[config.mk]
export PLATFORM = sky130hd
export DESIGN_NAME = cic_decimator_stage_flat
export DESIGN_NICKNAME = d
export VERILOG_FILES = /design/src/rtl/cic_decimator_stage_pkg.sv /design/src/rtl/cic_decimator_stage_if.sv /design/src/rtl/cic_decimator_stage_rate_ctrl.sv /design/src/rtl/cic_decimator_stage.sv /design/src/flat_wrapper.sv
export SDC_FILE = /design/constraint.sdc
export NUM_CORES = 1
export LEC_CHECK = 0
export CAP_MARGIN = 30
export CORE_ASPECT_RATIO = 1.2
export CORE_UTILIZATION = 45
export DETAILED_ROUTE_END_ITERATION = 8
export PLACE_DENSITY = 0.93
export SLEW_MARGIN = 20
export SYNTH_ARGS = -nofsm -noshare
export SYNTH_HDL_FRONTEND = slang
export SYNTH_SLANG_ARGS = --single-unit
[constraint.sdc]
create_clock -name clk -period 5.1 [get_ports clk]
set_input_delay 0.51 -clock clk [delete_from_list [all_inputs] [get_ports clk]]
set_output_delay 0.51 -clock clk [all_outputs]
set_load 0.01 [all_outputs]
[src/rtl/cic_decimator_stage_pkg.sv]
// Shared CIC constants and helpers used by the integrator, decimator and comb blocks.
package cic_pkg;

    localparam int CIC_DEFAULT_WIDTH = 16;
    localparam int CIC_DEFAULT_R_MAX = 16;

    function automatic bit rate_legal(input int unsigned rate, input int unsigned r_max);
        return (rate >= 1) && (rate <= r_max);
    endfunction

endpackage

[src/rtl/cic_decimator_stage_if.sv]
// Sample stream into and out of the decimation stage: integrator side and comb side.
interface cic_decimator_stage_if
    import cic_pkg::*;
#(
    parameter int WIDTH = CIC_DEFAULT_WIDTH
);

    logic [WIDTH-1:0] in_data;
    logic             in_valid;
    logic             in_ready;
    logic [WIDTH-1:0] out_data;
    logic             out_valid;
    logic             out_ready;

    modport master (
        output in_data, in_valid, out_ready,
        input  in_ready, out_data, out_valid
    );

    modport slave (
        input  in_data, in_valid, out_ready,
        output in_ready, out_data, out_valid
    );

endinterface

[src/rtl/cic_decimator_stage_rate_ctrl.sv]
// Decimation rate register, sticky rate error and frame phase counter.
module cic_rate_ctrl
    import cic_pkg::*;
#(
    parameter int R_MAX   = CIC_DEFAULT_R_MAX,
    parameter int RATE_W  = $clog2(R_MAX + 1),
    parameter int PHASE_W = (R_MAX > 1) ? $clog2(R_MAX) : 1
) (
    input  logic               clk,
    input  logic               rst,
    input  logic [RATE_W-1:0]  cfg_rate,
    input  logic               cfg_load,
    input  logic               accept,
    output logic [PHASE_W-1:0] phase,
    output logic               last,
    output logic               rate_err
);

    logic [RATE_W-1:0]  rate_q;
    logic [PHASE_W-1:0] phase_q;
    logic               err_q;
    logic               load_ok;
    logic [RATE_W-1:0]  phase_ext;

    assign load_ok   = rate_legal(32'(cfg_rate), 32'(R_MAX));
    assign phase_ext = RATE_W'(phase_q);
    assign last      = (phase_ext == rate_q - RATE_W'(1));

    // An illegal load only flags the error; the running frame continues untouched.
    always_ff @(posedge clk) begin
        if (rst) begin
            rate_q  <= RATE_W'(R_MAX);
            phase_q <= '0;
            err_q   <= 1'b0;
        end else if (cfg_load) begin
            if (load_ok) begin
                rate_q  <= cfg_rate;
                phase_q <= '0;
                err_q   <= 1'b0;
            end else begin
                err_q   <= 1'b1;
            end
        end else if (accept) begin
            phase_q <= last ? '0 : phase_q + PHASE_W'(1);
        end
    end

    assign phase    = phase_q;
    assign rate_err = err_q;

endmodule

[src/rtl/cic_decimator_stage.sv]
// Rate-change stage between integrators and combs: forwards every R-th accepted sample
// through a one-entry output register with valid/ready flow control.
module cic_decimator_stage
    import cic_pkg::*;
#(
    parameter int  WIDTH   = CIC_DEFAULT_WIDTH,
    parameter int  R_MAX   = CIC_DEFAULT_R_MAX,
    localparam int RATE_W  = $clog2(R_MAX + 1),
    localparam int PHASE_W = (R_MAX > 1) ? $clog2(R_MAX) : 1
) (
    input  logic                clk,
    input  logic                rst,
    input  logic [RATE_W-1:0]   cfg_rate,
    input  logic                cfg_load,
    output logic                rate_err,
    cic_decimator_stage_if.slave bus,
    output logic [PHASE_W-1:0]  phase
);

    logic             accept;
    logic             last;
    logic             capture;
    logic             pop;
    logic             in_ready;
    logic [WIDTH-1:0] data_p0;
    logic             vld_p0;

    // Only the frame-closing sample needs the output slot, so stall just that one.
    assign in_ready = !cfg_load && !(last && vld_p0 && !bus.out_ready);
    assign accept   = bus.in_valid && in_ready;
    assign capture  = accept && last;
    assign pop      = vld_p0 && bus.out_ready;

    cic_rate_ctrl #(
        .R_MAX   (R_MAX),
        .RATE_W  (RATE_W),
        .PHASE_W (PHASE_W)
    ) u_rate_ctrl (
        .clk      (clk),
        .rst      (rst),
        .cfg_rate (cfg_rate),
        .cfg_load (cfg_load),
        .accept   (accept),
        .phase    (phase),
        .last     (last),
        .rate_err (rate_err)
    );

    // Stage p0: output register toward the comb chain
    always_ff @(posedge clk) begin
        if (rst) begin
            vld_p0  <= 1'b0;
            data_p0 <= '0;
        end else if (capture) begin
            vld_p0  <= 1'b1;
            data_p0 <= bus.in_data;
        end else if (pop) begin
            vld_p0  <= 1'b0;
        end
    end

    assign bus.in_ready  = in_ready;
    assign bus.out_data  = data_p0;
    assign bus.out_valid = vld_p0;

`ifdef CIC_DECIMATOR_STAGE_SVA
    stall_hold: assert property (@(posedge clk) disable iff (rst)
        (vld_p0 && !bus.out_ready) |=> (vld_p0 && $stable(data_p0)));
    no_overwrite: assert property (@(posedge clk) disable iff (rst)
        !(capture && vld_p0 && !bus.out_ready));
`endif

endmodule

[src/flat_wrapper.sv]
// flat-port wrapper written by rule: the top's interface ports become plain ports
module cic_decimator_stage_flat import cic_pkg::*;
#(
    parameter int  WIDTH   = CIC_DEFAULT_WIDTH,
    parameter int  R_MAX   = CIC_DEFAULT_R_MAX,
    localparam int RATE_W  = $clog2(R_MAX + 1),
    localparam int PHASE_W = (R_MAX > 1) ? $clog2(R_MAX) : 1
)
  (clk, rst, cfg_rate, cfg_load, rate_err, phase, bus_in_data, bus_in_valid, bus_out_ready, bus_in_ready, bus_out_data, bus_out_valid);
  cic_decimator_stage_if #(.WIDTH(WIDTH)) bus_i ();
  input  logic clk;
  input  logic rst;
  input  logic [RATE_W-1:0] cfg_rate;
  input  logic cfg_load;
  output logic rate_err;
  output logic [PHASE_W-1:0] phase;
  input wire logic [$bits(bus_i.in_data)-1:0] bus_in_data;
  input wire logic [$bits(bus_i.in_valid)-1:0] bus_in_valid;
  input wire logic [$bits(bus_i.out_ready)-1:0] bus_out_ready;
  output wire logic [$bits(bus_i.in_ready)-1:0] bus_in_ready;
  output wire logic [$bits(bus_i.out_data)-1:0] bus_out_data;
  output wire logic [$bits(bus_i.out_valid)-1:0] bus_out_valid;
  assign bus_i.in_data = bus_in_data;
  assign bus_i.in_valid = bus_in_valid;
  assign bus_i.out_ready = bus_out_ready;
  assign bus_in_ready = bus_i.in_ready;
  assign bus_out_data = bus_i.out_data;
  assign bus_out_valid = bus_i.out_valid;
  cic_decimator_stage #(.WIDTH(WIDTH), .R_MAX(R_MAX)) u_core (.clk(clk), .rst(rst), .cfg_rate(cfg_rate), .cfg_load(cfg_load), .rate_err(rate_err), .bus(bus_i), .phase(phase));
endmodule
==> impl_metrics.toml, run 1 <==
[yosys]
async_reset_ff_frac = 0
syn_inst = 119
ys_warn_count = 0
synth.avg_cell_area_um2 = 10.1
ys_seq_area_frac = 0.450
synthXorXnorAreaFrac = 0.0438
syn_area_mm2 = 0.00120
yosys.area_share.simple = 0.154
synth_cell_types = 30
synthAdderAreaFrac = 0.0209
synth_seq_cells = 27
synth_top_family_by_area = "multiplexers"
synth_top_cell_by_area = "dfxtp_1"
synth-compound-area-share = 0.106
yosysTopAreaCellShare = 0.450
syn-num-nets = 147
synth_flop_cell = "dfxtp_1"
synthMuxAreaShare = 0.167
synth_area_leaders = "dfxtp_1 45%, mux2i_1 17%, nor2_1 7.2%"
synth_enable_flop_cells = 0

[place]
place_hpwl_um = 2070
dpl.cell_count = 193
gp_congestion = 0.797
dpl_cell_area_mm2 = 0.00166
port_buffers = 48
dp_slack_ns = 2.18

[finish]
final_cells = 197
layout-drive-gt1-share = 0.0488
fin_area_mm2 = 0.00169
num_antenna_cells = 0
fin_nets = 193
post-route-util = 0.669
syn2layout_area_growth_pct = 41.0

[routing]
wirelength_um = 2680
drt_iter0_drc = 23
routedWlPerCell_um = 13.6
via_count = 1038
drt-pass1-iter-count = 4
post_drt_via_cell_ratio = 5.27
postRouteAntennaNets = 0
drcViolationCount = 0

[timing]
tightest_slew_ns = 0.884
fin_tns_setup_ns = 0
fin_skew_ns = 0.00644
slew_headroom = 0.409
finalWorstSetupSlack_ns = 1.83
finalCritPeriodShare = 0.641
rsz0062_at_grt = "false"
finalHoldViolCount = 0
post-route-min-period_ns = 3.27
fmax_mhz = 306
slew_viol_final = 0
finalSetupViolCount = 0

[cts]
clk_root_buffer_cell = "clkbuf_4"
path_clk_slew_ns = 0.14
cts_setup_buffers = 0
cts_buffers = 3
cts_htree_levels = 1
tritoncts = "done"
cts_sinks = 27
cts.path.max_buffers = 2
worstSkewPairLatency_ns = 0.31
hold_buffers = 0
cts_resized = 0

[global_route]
grt.overflow.total = 0
track_usage = 0.203
grt_pass1_vias = 1052
grt_max_degree = 26
grt_pass1_wl_um = 4460
antenna_found_initial = 0

[critical_path]
crit_arrival_ns = 2.76
r2r_slack_ns = 2.25
cp-startpoint = "u_core.u_rate_ctrl.rate_q[0]$_SDFFE_PP0P_"
worstSetupEndpoint = "bus_in_ready"
reg2reg_depth = 8
cp_max_fo = 5
r2r_start = "u_core.u_rate_ctrl.rate_q[0]$_SDFFE_PP0P_"
r2r-end = "u_core.bus.out_data[13]$_SDFFE_PP0P_"
endpoint_kind = "primary output"
crit_type = "flip-flop to primary output"
critPathLaunchType = "flip-flop"
crit_required_ns = 4.59

[power_and_ir_drop]
power_leakage_nw = 0.733
ir_worst_vdd_v = 0.000190
powerDensity_mw_per_mm2 = 211

[floorplan]
die_y_um = 58.6
die_w_um = 49.1
dieArea_mm2 = 0.00288
coreArea_mm2 = 0.00253
pin_count = 49
start_util = 0.475
rows = 20

[worst_hold_path]
hp-class = "flip-flop to flip-flop"

[run]
cap_violations = 0

[run_status]
outcome = "finished clean"
-- cell usage in the layout (no fill, tap or decap), types with 2 or more instances in the layout --
cell type        count
clkdlybuf4s50_1     48
nand2_1              4
xnor2_1              6
a21oi_1              3
mux2i_1             20
or3_1                2
inv_1                3
dfxtp_1             27
clkbuf_4             3
nand3_1              3
a31oi_1              2
nor4_1               2
ha_1                 2
nor2_1              23
a31o_2               2
-- how the worst min path moves through the flow --
stage / startpoint / cells after the start / end
after floorplan: u_core.u_rate_ctrl.rate_q[4]$_SDFFE_PP1P_ / 2 / u_core.u_rate_ctrl.rate_q[4]$_SDFFE_PP1P_
after global placement: u_core.u_rate_ctrl.rate_err$_SDFFE_PP0P_ / 1 / u_core.u_rate_ctrl.rate_err$_SDFFE_PP0P_
after detailed placement: u_core.u_rate_ctrl.rate_err$_SDFFE_PP0P_ / 1 / u_core.u_rate_ctrl.rate_err$_SDFFE_PP0P_
after CTS: u_core.u_rate_ctrl.rate_err$_SDFFE_PP0P_ / 1 / u_core.u_rate_ctrl.rate_err$_SDFFE_PP0P_
after global routing: u_core.u_rate_ctrl.rate_err$_SDFFE_PP0P_ / 1 / u_core.u_rate_ctrl.rate_err$_SDFFE_PP0P_
final: u_core.u_rate_ctrl.rate_err$_SDFFE_PP0P_ / 1 / u_core.u_rate_ctrl.rate_err$_SDFFE_PP0P_
-- area by class of cell --
cell class / count / area (µm²)
flip-flops and latches: 27 / 541
clock inverters: 1 / 5.00
repair buffers: 48 / 480
inverters: 3 / 11.3
clock buffers: 3 / 22.5
fillers: 210 / 836
multi-input cells: 82 / 591
well taps: 33 / 41.3
-- metal layers --
metal / part of all wire / vias to the layer above / GRT usage
li1: - / 508 / -
met4: 0.022 / 0 / 0.122
met3: 0.044 / 6 / 0.0284
met5: 0 / - / 0
met1: 0.38 / 480 / 0.203
met2: 0.55 / 44 / 0.395
-- worst max-delay path, cell delays in order, from the launching register on --
cell and delay, ns:
dfxtp_1 0.42, inv_1 0.06, ha_1 0.25, o21ba_1 0.20, a221o_1 0.38, a2111oi_4 0.48, a31oi_1 0.15, clkdlybuf4s50_1 0.50
-- registers in the layout, indices dropped and copies added, names as in the netlist --
| register | count |
|---|---|
| u_core.bus.out_data | 16 |
| u_core.bus.out_valid | 1 |
| u_core.u_rate_ctrl.phase | 4 |
| u_core.u_rate_ctrl.rate_err | 1 |
| u_core.u_rate_ctrl.rate_q | 5 |
-- power by group --
group          internal (mW)  switching [mW]
logic                 0.0302          0.0201
registers              0.214         0.00361
clock network         0.0293          0.0593
-- synthesized netlist by cell type (2+ instances only) --
| cell type | instances |
|---|---|
| nand2_1 | 4 |
| xnor2_1 | 6 |
| a31oi_1 | 2 |
| a21oi_1 | 3 |
| clkbuf_1 | 3 |
| ha_1 | 2 |
| or3_1 | 2 |
| nor4_1 | 2 |
| nor2_1 | 23 |
| nand3_1 | 3 |
| inv_1 | 3 |
| a31o_2 | 2 |
| buf_6 | 2 |
| mux2i_1 | 20 |
| dfxtp_1 | 27 |
-- stage by stage --
| step | hold WS, ns | power [mW] |
|---|---|---|
| after floorplan | 0.460 | 0.246 |
| after global placement | 0.451 | 0.270 |
| after detailed placement | 0.461 | 0.273 |
| after CTS | 0.495 | 0.361 |
| after global routing | 0.526 | 0.377 |
| final | 0.493 | 0.357 |
-- logic make-up (layout without fill, tap and decap cells) --
kind of cell             after synthesis  after routing
XOR/XNOR                               6              6
AO/OA/AOI/OAI                         14             14
AND/OR/NAND/NOR                       40             40
multiplexers                          20             20
flip-flops                            27             27
adder cells (fa/ha/maj)                2              2
buffers and inverters                 10             55
Power figures use the tool's default switching activity.
==> run 2: changes to the inputs <==
--- a/config.mk
+++ b/config.mk
@@ -7,9 +7,9 @@
 export LEC_CHECK = 0
 export CAP_MARGIN = 30
 export CORE_ASPECT_RATIO = 1.2
-export CORE_UTILIZATION = 45
+export CORE_UTILIZATION = 38
 export DETAILED_ROUTE_END_ITERATION = 8
-export PLACE_DENSITY = 0.93
+export PLACE_DENSITY = 0.85
 export SLEW_MARGIN = 20
 export SYNTH_ARGS = -nofsm -noshare
 export SYNTH_HDL_FRONTEND = slang
==> constraint.sdc (replaced) <==
create_clock -name clk -period 2.65 [get_ports clk]
set_input_delay 0.265 -clock clk [delete_from_list [all_inputs] [get_ports clk]]
set_output_delay 0.265 -clock clk [all_outputs]
set_load 0.01 [all_outputs]
==> run 2 against run 1 <==
Net effect: via count up 0.48%; register-to-register slack worse by 1.9 ns; cell area up 2.1%; clock skew down 0.0037 ns; non-clock buffer count up 4; die area up 18%; largest cell class unchanged; highest routed layer unchanged.
==> impl_metrics.toml, run 2 (synthesis gave the netlist of run 1 again) <==
[finish]
layout.cells.most_common = "clkdlybuf4s50_1"
layout-drive-gt1-share = 0.0833
multi_input_area_um2 = 593
fin_nets = 197
fin_area_mm2 = 0.00173
nFillCells = 272
syn2layout_area_growth_pct = 44.0
final_cell_mix = "47 x clkdlybuf4s50_1, 25 x dfxtp_1, 23 x nor2_1"
num_antenna_cells = 0
largest_reg_flops = 16
seqCellArea_um2 = 546

[timing]
fin_skew_ns = 0.00273
finalWorstSetupSlack_ns = 0.137
slew_viol_final = 0
slew_headroom = 0.672
finalHoldViolCount = 0
rsz0062_at_grt = "false"
fin_tns_setup_ns = 0
finalCritPeriodShare = 0.948
post-route-min-period_ns = 2.51
fmax_mhz = 398
finalSetupViolCount = 0
tightest_slew_ns = 0.488

[global_route]
grt.overflow.total = 0
antenna_found_initial = 0
grt_pass1_wl_um = 4520
grt_pass1_vias = 1086
grt_max_degree = 23
track_usage = 0.172

[power_and_ir_drop]
power_leakage_nw = 0.752
powerDensity_mw_per_mm2 = 397
ir_worst_vdd_v = 0.000287

[floorplan]
coreArea_mm2 = 0.00289
pin_count = 49
dieArea_mm2 = 0.00339
start_util = 0.415
rows = 21
die_w_um = 53.3
die_y_um = 63.6

[critical_path]
endpoint_kind = "primary output"
crit_required_ns = 2.38
cp-startpoint = "u_core.u_rate_ctrl.rate_q[0]$_SDFFE_PP0P_"
cp_max_fo = 4
critPathSlowestCell = "dfxtp_4"
path_cells = "inv_1 > ha_2 > o21ba_1 > a221o_1 > a2111oi_4 > a31oi_1 > dlygate4sd2_1"
r2r_start = "u_core.u_rate_ctrl.rate_q[0]$_SDFFE_PP0P_"
cp_slowest_stage_delay_ns = 0.38
cpLargestDelayFamily = "compound AO/OA/AOI/OAI gates"
cp_num_buf_inv = 2
critPathLaunchType = "flip-flop"
crit_type = "flip-flop to primary output"
crit_arrival_ns = 2.25

[cts]
cts_sinks = 27
path_clk_slew_ns = 0.13
cts.path.max_buffers = 2
hold_buffers = 0
clk_root_buffer_cell = "clkbuf_4"
worstSkewPairLatency_ns = 0.31
cts_htree_levels = 1
tritoncts = "done"
cts_buffers = 3

[run]
cap_violations = 0

[place]
port_buffers = 48
place_hpwl_um = 2010
dp_slack_ns = 0.141
dpl_cell_area_mm2 = 0.00169
gp_congestion = 0.828

[routing]
postRouteAntennaNets = 0
routedWlPerCell_um = 13.0
post_drt_via_cell_ratio = 5.16
wirelength_um = 2630
drcViolationCount = 0
drt-pass1-iter-count = 4
via_count = 1043
drt_iter0_drc = 16

[run_status]
outcome = "finished clean"

[worst_hold_path]
min-delay-start = "u_core.u_rate_ctrl.rate_err$_SDFFE_PP0P_"
hp-class = "flip-flop to flip-flop"
-- run 2: cell count changes in the layout (fill, tap and decap cells not counted), sizes merged --
cell           previous run  this run
clkdlybuf4s50            48        47
clkbuf                    3         4
buf                       0         4
dlygate4sd2               0         1
clkinv                    1         0
-- run 2: final timing paths --
| check | endpoint | slack [ns] | depth (start not counted) |
|---|---|---|---|
| hold / removal | u_core.u_rate_ctrl.rate_err$_SDFFE_PP0P_ | 0.48 | 1 |
| setup / recovery | bus_in_ready | 0.14 | 7 |
| setup reg to reg | u_core.bus.out_data[13]$_SDFFE_PP0P_ | 0.31 | 10 |
| hold reg to reg | u_core.u_rate_ctrl.rate_err$_SDFFE_PP0P_ | 0.48 | 1 |
-- run 2: area by class of cell --
cell class                 count  share of cell area
inverter                       3             0.00652
tap                           34              0.0246
sequential                    27               0.316
multi-input combinational     82               0.343
clock buffer                   4              0.0152
timing repair buffer          52               0.295
-- run 2: stage by stage --
stage          instances  hold slack, ns  power [mW]   util
2_1_floorplan        119           0.409       0.473      -
3_3_place_gp         197           0.455       0.522  0.584
3_5_place_dp         197           0.457       0.526  0.584
4_1_cts              201           0.492       0.693  0.594
5_1_grt              202           0.521       0.723  0.598
6_report             202           0.485       0.687  0.598
-- run 2: what timing repair did --
| item | 4_1_cts | 5_1_grt |
|---|---|---|
| setup endpoints to repair | 1 | 1 |
| hold endpoints to repair | 0 | 0 |
| gates resized for setup | 3 | 2 |
| setup buffers | 0 | 1 |
| pin swaps | 0 | 1 |
-- run 2: where the power goes --
group | total, mW | internal [mW] | leakage (nW) | switching [mW]
combinational | 0.0991 | 0.0601 | 0.517 | 0.0391
clock | 0.169 | 0.0587 | 0.0150 | 0.110
sequential | 0.419 | 0.412 | 0.220 | 0.00650
total | 0.687 | 0.531 | 0.752 | 0.156
-- run 2: routing by layer --
layer  GRT usage  up-vias  wire length [µm]
met5           0        -                 0
met3      0.0556        2               218
met1       0.206      489              1090
met4      0.0230        0                14
li1            -      513                 -
met2       0.298       39              1310
==> run 3: changes to the inputs <==
--- a/config.mk
+++ b/config.mk
@@ -9,7 +9,7 @@
 export CORE_ASPECT_RATIO = 1.2
 export CORE_UTILIZATION = 38
 export DETAILED_ROUTE_END_ITERATION = 8
-export PLACE_DENSITY = 0.85
+export PLACE_DENSITY = 0.71
 export SLEW_MARGIN = 20
 export SYNTH_ARGS = -nofsm -noshare
 export SYNTH_HDL_FRONTEND = slang
==> run 3 against run 2 <==
Net effect: sequential power is essentially flat; register-to-register slack lost 0.03 ns; sequential share of layout area shrank 0.053 points; largest power group unchanged; non-clock buffer count is the same; first-iteration DRC count grew 44%; fmax shrank 0.74%; combinational power shrank 1%; hold slack gained 0.0078 ns; sequential cell count is the same.
==> impl_metrics.toml, run 3 (synthesis gave the netlist of run 1 again) <==
[timing]
fmax_mhz = 395
slew_viol_final = 0
slew_headroom = 0.683
finalHoldViolCount = 0
tightest_slew_ns = 0.472
post-route-min-period_ns = 2.53
fin_tns_setup_ns = 0
rsz0062_at_grt = "false"
fin_skew_ns = 0.00852
finalCritPeriodShare = 0.955
finalSetupViolCount = 0

[routing]
post_drt_via_cell_ratio = 4.98
via_count = 1005
drt-pass1-iter-count = 4
wirelength_um = 2500
drcViolationCount = 0
routedWlPerCell_um = 12.4
drt_iter0_drc = 23
postRouteAntennaNets = 0

[floorplan]
die_w_um = 53.3
die_y_um = 63.6
pin_count = 49
coreArea_mm2 = 0.00289
rows = 21
start_util = 0.415
dieArea_mm2 = 0.00339

[critical_path]
cp_slowest_stage_delay_ns = 0.38
r2r_start = "u_core.u_rate_ctrl.rate_q[0]$_SDFFE_PP0P_"
cpLargestDelayFamily = "compound AO/OA/AOI/OAI gates"
r2r_slack_ns = 0.28
critPathSlowestCell = "a221o_1"
crit_arrival_ns = 2.27
crit_type = "flip-flop to primary output"
cp_num_buf_inv = 2
critPathLaunchType = "flip-flop"
r2r-end = "u_core.bus.out_data[15]$_SDFFE_PP0P_"
path_cells = "inv_1 > ha_1 > o21ba_1 > a221o_1 > a2111oi_4 > a31oi_1 > dlygate4sd2_1"
cp_max_fo = 4
crit_required_ns = 2.38
reg2reg_depth = 10
endpoint_kind = "primary output"

[finish]
final_cell_mix = "47 x clkdlybuf4s50_1, 25 x dfxtp_1, 23 x nor2_1"
multi_input_area_um2 = 591
syn2layout_area_growth_pct = 43.6
layout-drive-gt1-share = 0.0774
layout.cells.most_common = "clkdlybuf4s50_1"
num_antenna_cells = 0
fin_area_mm2 = 0.00172
post-route-util = 0.596
final_cells = 202
nFillCells = 267
largest_reg_flops = 16
fin_nets = 197
seqCellArea_um2 = 543

[power_and_ir_drop]
ir_worst_vdd_v = 0.000371
power_uw = 686
powerDensity_mw_per_mm2 = 398
power_leakage_nw = 0.753

[global_route]
grt.overflow.total = 0
met3_usage = 0.0531
track_usage = 0.173
grt_pass1_vias = 1055
met1_usage = 0.202
antenna_found_initial = 0
gr-usage-met2 = 0.289
grt_max_degree = 24
grt_pass1_wl_um = 4480
top_usage_layer = "met2"

[worst_hold_path]
min-delay-start = "u_core.u_rate_ctrl.rate_err$_SDFFE_PP0P_"
hp-class = "flip-flop to flip-flop"
min_to = "u_core.u_rate_ctrl.rate_err$_SDFFE_PP0P_"
holdPathStages = 1

[run]
cap_violations = 0

[run_status]
outcome = "finished clean"

[cts]
hold_buffers = 0
clk_root_buffer_cell = "clkbuf_4"
cts_htree_levels = 1
cts.path.max_buffers = 2
path_clk_slew_ns = 0.14
cts_sinks = 27
tritoncts = "done"
cts_buffers = 3
worstSkewPairLatency_ns = 0.31

[place]
dpl.cell_count = 197
place_hpwl_um = 1970
gp_congestion = 0.736
port_buffers = 48
dpl_cell_area_mm2 = 0.00169
-- run 3: worst max-delay path by stage --
stage | startpoint | to | depth (start not counted)
floorplan | u_core.u_rate_ctrl.rate_q[0]$_SDFFE_PP0P_ | u_core.bus.out_data[0]$_SDFFE_PP0P_ | 10
global placement | u_core.u_rate_ctrl.rate_q[0]$_SDFFE_PP0P_ | bus_in_ready | 7
detailed placement | u_core.u_rate_ctrl.rate_q[0]$_SDFFE_PP0P_ | bus_in_ready | 7
CTS | u_core.u_rate_ctrl.rate_q[0]$_SDFFE_PP0P_ | bus_in_ready | 7
global route | u_core.u_rate_ctrl.rate_q[0]$_SDFFE_PP0P_ | bus_in_ready | 7
finish | u_core.u_rate_ctrl.rate_q[0]$_SDFFE_PP0P_ | bus_in_ready | 7
-- run 3: area by class of cell --
| type | count | area share |
|---|---|---|
| well taps | 34 | 0.0247 |
| repair buffers | 52 | 0.296 |
| flip-flops and latches | 27 | 0.315 |
| multi-input cells | 82 | 0.343 |
| inverters | 3 | 0.00654 |
| clock buffers | 4 | 0.0153 |
-- run 3: where the power goes --
group          switching [mW]  total [mW]  internal [mW]
Clock                   0.110       0.169         0.0587
Sequential            0.00637       0.419          0.413
Combinational          0.0385      0.0980         0.0595
Total                   0.155       0.686          0.531
-- run 3: repair_timing --
action | CTS | global route
pin swaps | 0 | 1
gates resized for setup | 2 | 1
buffers inserted | 0 | 1
gates cloned | 0 | 0
endpoints found under the setup margin | 1 | 1
-- run 3: per-stage QoR --
step | worst slack [ns] | hold WS [ns]
after floorplan | 0.332 | 0.409
after global routing | 0.00528 | 0.520
after CTS | 0.0245 | 0.500
after detailed placement | 0.142 | 0.464
after global placement | 0.192 | 0.450
final | 0.118 | 0.492
-- run 3: routing by layer --
metal  vias up  wire (µm)
met2        30       1300
met5         -          0
li1        512          -
met4         0         18
met3         2        156
met1       461       1020
-- run 3: worst register-to-register path, cell delays in order (launching register included) --
cell and delay, ns:
dfxtp_2 0.37, inv_1 0.04, ha_1 0.24, o21ba_1 0.19, a221o_1 0.38, a2111oi_4 0.33, buf_4 0.19, nand3b_2 0.07
buf_4 0.22, mux2i_1 0.19, nor2_1 0.05
